===== config.mk =====
export PLATFORM = sky130hd
export DESIGN_NAME = afu_frm_fetch
export DESIGN_NICKNAME = d
export VERILOG_FILES = /design/src/rtl/afu_frm_fetch.sv
export SDC_FILE = /design/constraint.sdc
export NUM_CORES = 2
export LEC_CHECK = 0
export ABC_CLOCK_PERIOD_IN_PS = 53700
export BUFFER_PORTS_ARGS = -buffer_cell sky130_fd_sc_hd__buf_4
export CAP_MARGIN = 10
export CORE_UTILIZATION = 57
export DETAILED_ROUTE_END_ITERATION = 7
export PLACE_DENSITY = 0.76
export SLEW_MARGIN = 30
export SYNTH_ARGS = -nofsm -noshare
export SYNTH_HDL_FRONTEND = slang
export SYNTH_SLANG_ARGS = --single-unit

===== constraint.sdc =====
create_clock -name clk -period 53.7 [get_ports clk]
set_input_delay 5.37 -clock clk [delete_from_list [all_inputs] [get_ports clk]]
set_output_delay 5.37 -clock clk [all_outputs]
set_load 0.005 [all_outputs]

===== src/rtl/afu_frm_fetch.sv =====
// Host-memory line fetcher feeding the turbo-decoder input converter.
// Reads a job of consecutive lines into a small FIFO and forwards them frame by frame.
module afu_frm_fetch #(
    parameter int BUS        = 512,
    parameter int BUS_HEAD   = 16,
    parameter int ADDR_W     = 32,
    parameter int FIFO_DEPTH = 8,
    parameter int w_NumLines = 16
) (
    input  logic                  clk,
    input  logic                  rst_n,
    input  logic                  start,
    input  logic [ADDR_W-1:0]     base_addr,
    input  logic [w_NumLines-1:0] num_lines,
    output logic                  busy,
    output logic                  done,
    output logic [15:0]           frm_cnt,
    output logic                  rd_req_valid,
    output logic [ADDR_W-1:0]     rd_req_addr,
    input  logic                  rd_req_ready,
    input  logic                  rd_rsp_valid,
    input  logic [BUS-1:0]        rd_rsp_data,
    output logic [BUS-1:0]        bus_data,
    output logic                  bus_en,
    input  logic                  bus_ready
);
    localparam int PTR_W = $clog2(FIFO_DEPTH);
    localparam int CNT_W = PTR_W + 1;

    typedef enum logic [1:0] {J_IDLE, J_RUN, J_DONE} job_state_t;
    typedef enum logic [1:0] {F_SEND, F_HOLD_LO, F_HOLD_HI} fwd_state_t;

    job_state_t job_state, job_next;
    fwd_state_t fwd_state, fwd_next;

    logic [ADDR_W-1:0]     base_r;
    logic [w_NumLines-1:0] num_r;
    logic [w_NumLines-1:0] req_cnt;
    logic [w_NumLines-1:0] fwd_cnt;
    logic [CNT_W-1:0]      inflight;
    logic [CNT_W-1:0]      fifo_count;
    logic [CNT_W:0]        credit_used;
    logic [PTR_W-1:0]      wr_ptr;
    logic [PTR_W-1:0]      rd_ptr;
    logic [BUS-1:0]        fifo_mem [FIFO_DEPTH];

    logic job_start;
    logic req_hs;
    logic pop;
    logic pop_eof;

    // Outstanding reads plus buffered lines never exceed the FIFO, so responses always fit.
    assign credit_used  = {1'b0, inflight} + {1'b0, fifo_count};
    assign job_start    = (job_state == J_IDLE) && start;
    assign rd_req_valid = (job_state == J_RUN) && (req_cnt < num_r)
                          && (credit_used < (CNT_W+1)'(FIFO_DEPTH));
    assign rd_req_addr  = base_r + ADDR_W'(req_cnt);
    assign req_hs       = rd_req_valid && rd_req_ready;
    assign pop          = (fwd_state == F_SEND) && (fifo_count != '0) && bus_ready;
    assign pop_eof      = pop && fifo_mem[rd_ptr][BUS_HEAD-2];

    always_comb begin
        job_next = job_state;
        done     = 1'b0;
        case (job_state)
            J_IDLE: if (start) job_next = J_RUN;
            J_RUN:  if (fwd_cnt == num_r) job_next = J_DONE;
            J_DONE: begin
                done     = 1'b1;
                job_next = J_IDLE;
            end
            default: job_next = J_IDLE;
        endcase
    end

    always_ff @(posedge clk or negedge rst_n) begin
        if (!rst_n) begin
            job_state <= J_IDLE;
            busy      <= 1'b0;
            base_r    <= '0;
            num_r     <= '0;
            req_cnt   <= '0;
        end else begin
            job_state <= job_next;
            if (job_start) begin
                busy    <= 1'b1;
                base_r  <= base_addr;
                num_r   <= num_lines;
                req_cnt <= '0;
            end else begin
                if (job_state == J_DONE) busy <= 1'b0;
                if (req_hs) req_cnt <= req_cnt + 1'b1;
            end
        end
    end

    always_ff @(posedge clk or negedge rst_n) begin
        if (!rst_n) begin
            inflight   <= '0;
            fifo_count <= '0;
            wr_ptr     <= '0;
            rd_ptr     <= '0;
        end else begin
            inflight   <= inflight + CNT_W'(req_hs) - CNT_W'(rd_rsp_valid);
            fifo_count <= fifo_count + CNT_W'(rd_rsp_valid) - CNT_W'(pop);
            if (rd_rsp_valid) wr_ptr <= wr_ptr + 1'b1;
            if (pop) rd_ptr <= rd_ptr + 1'b1;
        end
    end

    always_ff @(posedge clk) begin
        if (rd_rsp_valid) fifo_mem[wr_ptr] <= rd_rsp_data;
    end

    // After an end-of-frame word, wait for the converter to close and re-open its window.
    always_comb begin
        fwd_next = fwd_state;
        case (fwd_state)
            F_SEND:    if (pop_eof) fwd_next = F_HOLD_LO;
            F_HOLD_LO: if (!bus_ready) fwd_next = F_HOLD_HI;
            F_HOLD_HI: if (bus_ready) fwd_next = F_SEND;
            default:   fwd_next = F_SEND;
        endcase
    end

    always_ff @(posedge clk or negedge rst_n) begin
        if (!rst_n) begin
            fwd_state <= F_SEND;
            bus_en    <= 1'b0;
            bus_data  <= '0;
            fwd_cnt   <= '0;
            frm_cnt   <= '0;
        end else begin
            fwd_state <= fwd_next;
            bus_en    <= pop;
            if (pop) bus_data <= fifo_mem[rd_ptr];
            if (job_start) begin
                fwd_cnt <= '0;
                frm_cnt <= '0;
            end else if (pop) begin
                fwd_cnt <= fwd_cnt + 1'b1;
                if (pop_eof && (frm_cnt != 16'hFFFF)) frm_cnt <= frm_cnt + 1'b1;
            end
        end
    end

endmodule


==> After elaboration in Yosys (flattened, before gate mapping) <==
Memory sizes are Yosys's and may differ from the RTL's.
Cells that the tools add are included.
{ "word_totals": {"reg_bits": 628, "mem_bits_rw": 4096, "out_inout_bits": 564, "wordCells": 76, "n_memories": 1} }
{ "classes": {"addsub": 11, "magnitude_cmp": 2, "eq_ne": 11, "n_mux": 19, "n_reduce_logical": 18} }
{ "memory_table": {"columns": ["memory", "depth", "width", "rd", "rd_clocked_by_memory_dff", "write_ports", "line", "source"], "rows": [
  ["fifo_mem", 8, 512, 1, 0, 1, "45", "logic [BUS-1:0] fifo_mem [FIFO_DEPTH];"]
]} }
{ "ops": {"columns": ["cell", "count"], "rows": [
  ["$mux W16", 7],
  ["$add A16 B1 Y16 const B", 3],
  ["$add A32 B16 Y32", 1],
  ["$eq A16 B16 Y1", 1],
  ["$lt A16 B16 Y1", 1],
  ["$ne A16 B16 Y1 const B", 1],
  ["$mux W2", 5],
  ["$add A4 B1 Y4", 2],
  ["$logic_and A1 B1 Y1", 8],
  ["$ne A2 B2 Y1 const B", 4],
  ["$reduce_bool A2 Y1", 4],
  ["$sub A4 B1 Y4", 2],
  ["$add A3 B1 Y3 const B", 2],
  ["$pmux W2 S3", 1],
  ["$add A4 B4 Y5", 1],
  ["$lt A5 B4 Y1 const B", 1],
  ["$mux W1", 5],
  ["$eq A2 B1 Y1 const B", 2],
  ["$eq A2 B2 Y1 const B", 2],
  ["$logic_not A2 Y1", 2],
  ["$pmux W2 S2", 1],
  ["$reduce_and A2 Y1", 2],
  ["$reduce_bool A4 Y1", 1],
  ["$reduce_and A3 Y1", 1],
  ["$ne A2 B1 Y1 const B", 1]
]} }

==> Depth between registers and ports, before layout <==
{ "depth": {"depth_word": 8, "ltp_mapped": 14} }

==> Worst setup path before layout <==
No wires, ideal clock.
{ "synth_timing": {"kind": "input -> register", "from": "input rd_rsp_valid", "to": "memory fifo_mem[0][0] (enable)", "t_arrival_ps": 39837, "slack_ps": 11848, "stages": 2, "n_path_buf": 0, "path_cell_list": "nand2b_1 nor3_1"} }
{ "synth_via": {"elab_chain_len": 2} }
{ "synth_rtl": {"columns": ["element", "line", "source"], "rows": [
  ["from (decl)", "21", "input logic rd_rsp_valid,"],
  ["$mux W1", "112", "if (rd_rsp_valid) fifo_mem[wr_ptr] <= rd_rsp_data;"],
  ["$mux W1 (implied by the code)", "112", null],
  ["to (decl)", "45", null]
]} }
Every way passes these cells.

==> Worst setup path in the final report <==
{ "layout_timing": {"from": "input bus_ready", "to": "register bus_data[138] (read register of fifo_mem)"} }
{ "layout_via": {"elab_chain_len": 1} }
{ "layout_rtl": {"columns": ["element", "line", "source"], "rows": [
  ["from (decl)", "25", "input logic bus_ready"],
  ["$logic_and A1 B1 Y1", "59", "assign pop = (fwd_state == F_SEND) && (fifo_count != '0) && bus_ready;"],
  ["to (decl)", "23", "output logic [BUS-1:0] bus_data,"]
]} }
Every way passes these cells.
A chain may end at the register's enable or synchronous reset.

==> run_results.csv <==
group,metric,value,unit
setup_path,crit_required,54.44,ns
grt,grt_pass1_vias,89287,
placement,dpl_cell_area,190000,sq um
clock_network,clk_latency,0.99,ns
clock_network,max-clock-path-buffers,4,
logic_synthesis,yosysWarningCount,0,
detailed_routing,vias,87598,
cells_and_area,finalCoreUtilization,66.6,%
cells_and_area,drive_above_1_share,29.6,%
cells_and_area,design_area,206000,sq um
logic_synthesis,synth-edff-count,4096,
setup_path,worstRegToRegCells,10,
detailed_routing,viasPerCell,6.12,
run_status,violations,"design-rule violations",
grt,grtUsageTotal,26.0,%
setup_path,start_kind,"input pin",
detailed_routing,drtPass1Iterations,8,
pwr,ir_worst_vdd,0.0000507,V
logic_synthesis,synth_seq_cells,4724,
die,die_h,559,um
flow_run,max_cap_viol_count,0,
clock_network,root_buffer,"clkbuf_16",
setup_path,reg2reg_to,"bus_data[144]",
clock_network,cts.sinks,4724,
pwr,p_per_area,54.8,nW/um^2
logic_synthesis,syn-num-nets,8994,
placement,place.gp.congestion,0.895,
logic_synthesis,syn_area,177000,sq um
sta,hold_viol,0,
setup_path,endpoint,"bus_data[138]",
sta,maxSlewViolCount,0,
setup_path,worstSetupStartpoint,"bus_ready",
logic_synthesis,synth_cell_types,55,
die,rows,204,
logic_synthesis,yosysSeqAreaShare,78.3,%
clock_network,htree_levels,5,
cells_and_area,syn_to_final_growth,16.2,%
sta,relSlewSlack,29.3,%
worst_hold_path,hold_path.class,"reg2reg",
sta,fmax,100,MHz
detailed_routing,wl_per_cell,28.7,um
placement,dp_hpwl,243000,um
logic_synthesis,synth.avg_cell_area,21.1,sq um
die,dieWidth,559,um
die,initial_core_util,57.3,%
pwr,total_power,11.3,mW
logic_synthesis,synth-async-reset-ratio,13.3,%
sta,timing.setup.tns,0,ns
setup_path,cp-end-kind,"flip-flop",
clock_network,cts_tree,"yes",
setup_path,reg2reg_from,"rd_ptr[0]",
clock_network,post_cts_buffers,0,
detailed_routing,drtIter0Drc,10025,
grt,grt_pass1_wl,599000,um
setup_path,crit_fanout,114,
grt,antenna_found_initial,142,
setup_path,path_class,"in2reg",
sta,period_needed,9.97,ns
detailed_routing,drc_errors,516,
detailed_routing,wirelength,411000,um
sta,setup_viol,0,
sta,worst_pin_slew,1.06,ns
placement,placed_cells,13346,
pwr,leakagePower,71.5,nW
sta,period_share,18.6,%
cells_and_area,nets,10298,
run_status,status,"finished with violations",
sta,rsz0062_at_grt,"false",
clock_network,clk_pin_slew,0.06,ns
clock_network,cts_hold_buf,0,
setup_path,r2r_setup_slack,47.16,ns
clock_network,ctsResizeCount,0,
logic_synthesis,ys.flop_type,"edfxtp_1",
sta,skew,0.0846,ns
die,io_pins,1130,
die,dieArea,313000,sq um
detailed_routing,ant_nets,0,
placement,numPortBuffers,1129,
grt,grt_max_degree,132,
die,core_area,309000,sq um
logic_synthesis,synthCells,8377,
setup_path,cp.arrival,10.72,ns
cells_and_area,layout.cells.non_filler,14324,
grt,gr-total-overflow,0,
clock_network,numCtsBuffers,445,
## layout by cell type, fill, tap and decap left out, types with 11 or more instances in the layout
| cell type | instances |
|---|---|
| diode_2 | 129 |
| clkinv_1 | 75 |
| a21oi_1 | 35 |
| edfxtp_1 | 4096 |
| mux4_2 | 1024 |
| nand4_1 | 22 |
| inv_1 | 46 |
| o211ai_1 | 11 |
| nand3_1 | 29 |
| buf_6 | 20 |
| clkbuf_1 | 113 |
| clkinv_4 | 13 |
| clkinv_2 | 76 |
| buf_12 | 15 |
| and3_1 | 12 |
| bufinv_16 | 29 |
| nand2_1 | 684 |
| mux2i_1 | 512 |
| clkbuf_16 | 454 |
| dfrtp_1 | 625 |
| or3_1 | 11 |
| clkbuf_8 | 28 |
| xor2_1 | 39 |
| clkinv_16 | 20 |
| ha_1 | 48 |
| clkinvlp_4 | 15 |
| xnor2_1 | 42 |
| inv_6 | 13 |
| nand2b_1 | 11 |
| nor2_1 | 67 |
| o21ai_0 | 545 |
| buf_4 | 1236 |
## cells in the mapped netlist, types with 7 or more instances
cell type     n  area, sq um
dfrtp_1     628        15700
nor2_1       73          274
nand3_1      29          145
mux4_2     1024        23100
and3_1       12         75.1
a21oi_1      35          175
nor3_1       11         55.1
nor4_1        7         43.8
o21ai_0     545         2730
or3_1        11         68.8
nand4_1      22          138
o211ai_1     11         82.6
mux2i_1     512         5120
buf_1       106          398
ha_1         48          601
a21o_1        9         67.6
inv_1        46          173
xor2_1       39          342
edfxtp_1   4096       123000
nand2_1     685         2570
buf_2        82          410
nand2b_1     11         68.8
clkbuf_1    234          878
xnor2_1      42          368
## routing by layer
metal  GRT usage [%]  wire [um]  vias to the layer above
met3            5.88      37800                      761
met1            35.3     156000                    46079
li1                -          -                    36639
met4            9.73      15500                       94
met2            41.7     201000                     4025
met5               0        623                        -
## layout make-up
class / instances / area, sq um
Tap cell: 4120 / 5150
Clock buffer: 595 / 12200
Clock inverter: 246 / 2550
Fill cell: 19053 / 103000
Inverter: 47 / 176
Sequential cell: 4724 / 139000
Timing Repair Buffer: 1281 / 10100
Antenna cell: 129 / 323
Multi-Input combinational cell: 3182 / 36600
## worst min path at each step
stage,from,depth (start not counted),to
after floorplan,job_state[1],1,job_state[0]
after global placement,bus_data[21],2,bus_data[21]
after detailed placement,bus_data[21],2,bus_data[21]
after CTS,bus_data[286],2,bus_data[286]
after global routing,bus_data[7],2,bus_data[7]
final,bus_data[352],2,bus_data[352]
## report_power, final
part           switching, mW  internal [mW]
clock                   1.37           1.75
sequential             0.301           4.71
combinational           1.75           1.40
total                   3.42           7.85
## kinds of logic (layout without fill, tap and decap cells)
| logic type | after synthesis | in the layout | synth area share [%] |
|---|---|---|---|
| buffers and inverters | 471 | 2169 | 1.06 |
| muxes | 1537 | 1537 | 15.9 |
| and+or+nand+nor | 885 | 885 | 2.05 |
| xor gates and xnor gates | 81 | 81 | 0.401 |
| DFF | 4724 | 4724 | 78.3 |
| other | 0 | 129 | 0 |
| adders and majority gates | 51 | 51 | 0.373 |
| AOI/OAI and AO/OA | 628 | 628 | 1.86 |
## metrics by stage
stage | hold WS, ns | worst slack, ns
final | 0.479 | 43.73
after floorplan | 0.443 | 11.85
after detailed placement | 0.471 | 42.91
after CTS | 0.486 | 43.93
after global routing | 0.503 | 43.30
after global placement | 0.464 | 42.73
## worst max-delay path, cell delays in order
cell     delay, ns
buf_4         0.13
nor3b_1       0.18
nand2_4       0.26
buf_4         0.61
buf_4         0.70
buf_4         0.69
buf_4         0.60
buf_4         0.74
buf_4         0.80
o21ai_0       0.26
## sequential cells by signal, summed over array words and instances, names as in the netlist
name / cells
job_state: 2
fwd_cnt: 16
req_cnt: 16
bus_data: 512
inflight: 4
base_r: 32
busy: 1
bus_en: 1
fifo_count: 4
num_r: 16
wr_ptr: 3
rd_ptr: 3
fwd_state: 2
fifo_mem: 4096
frm_cnt: 16
(Power assumes the default switching activity.)
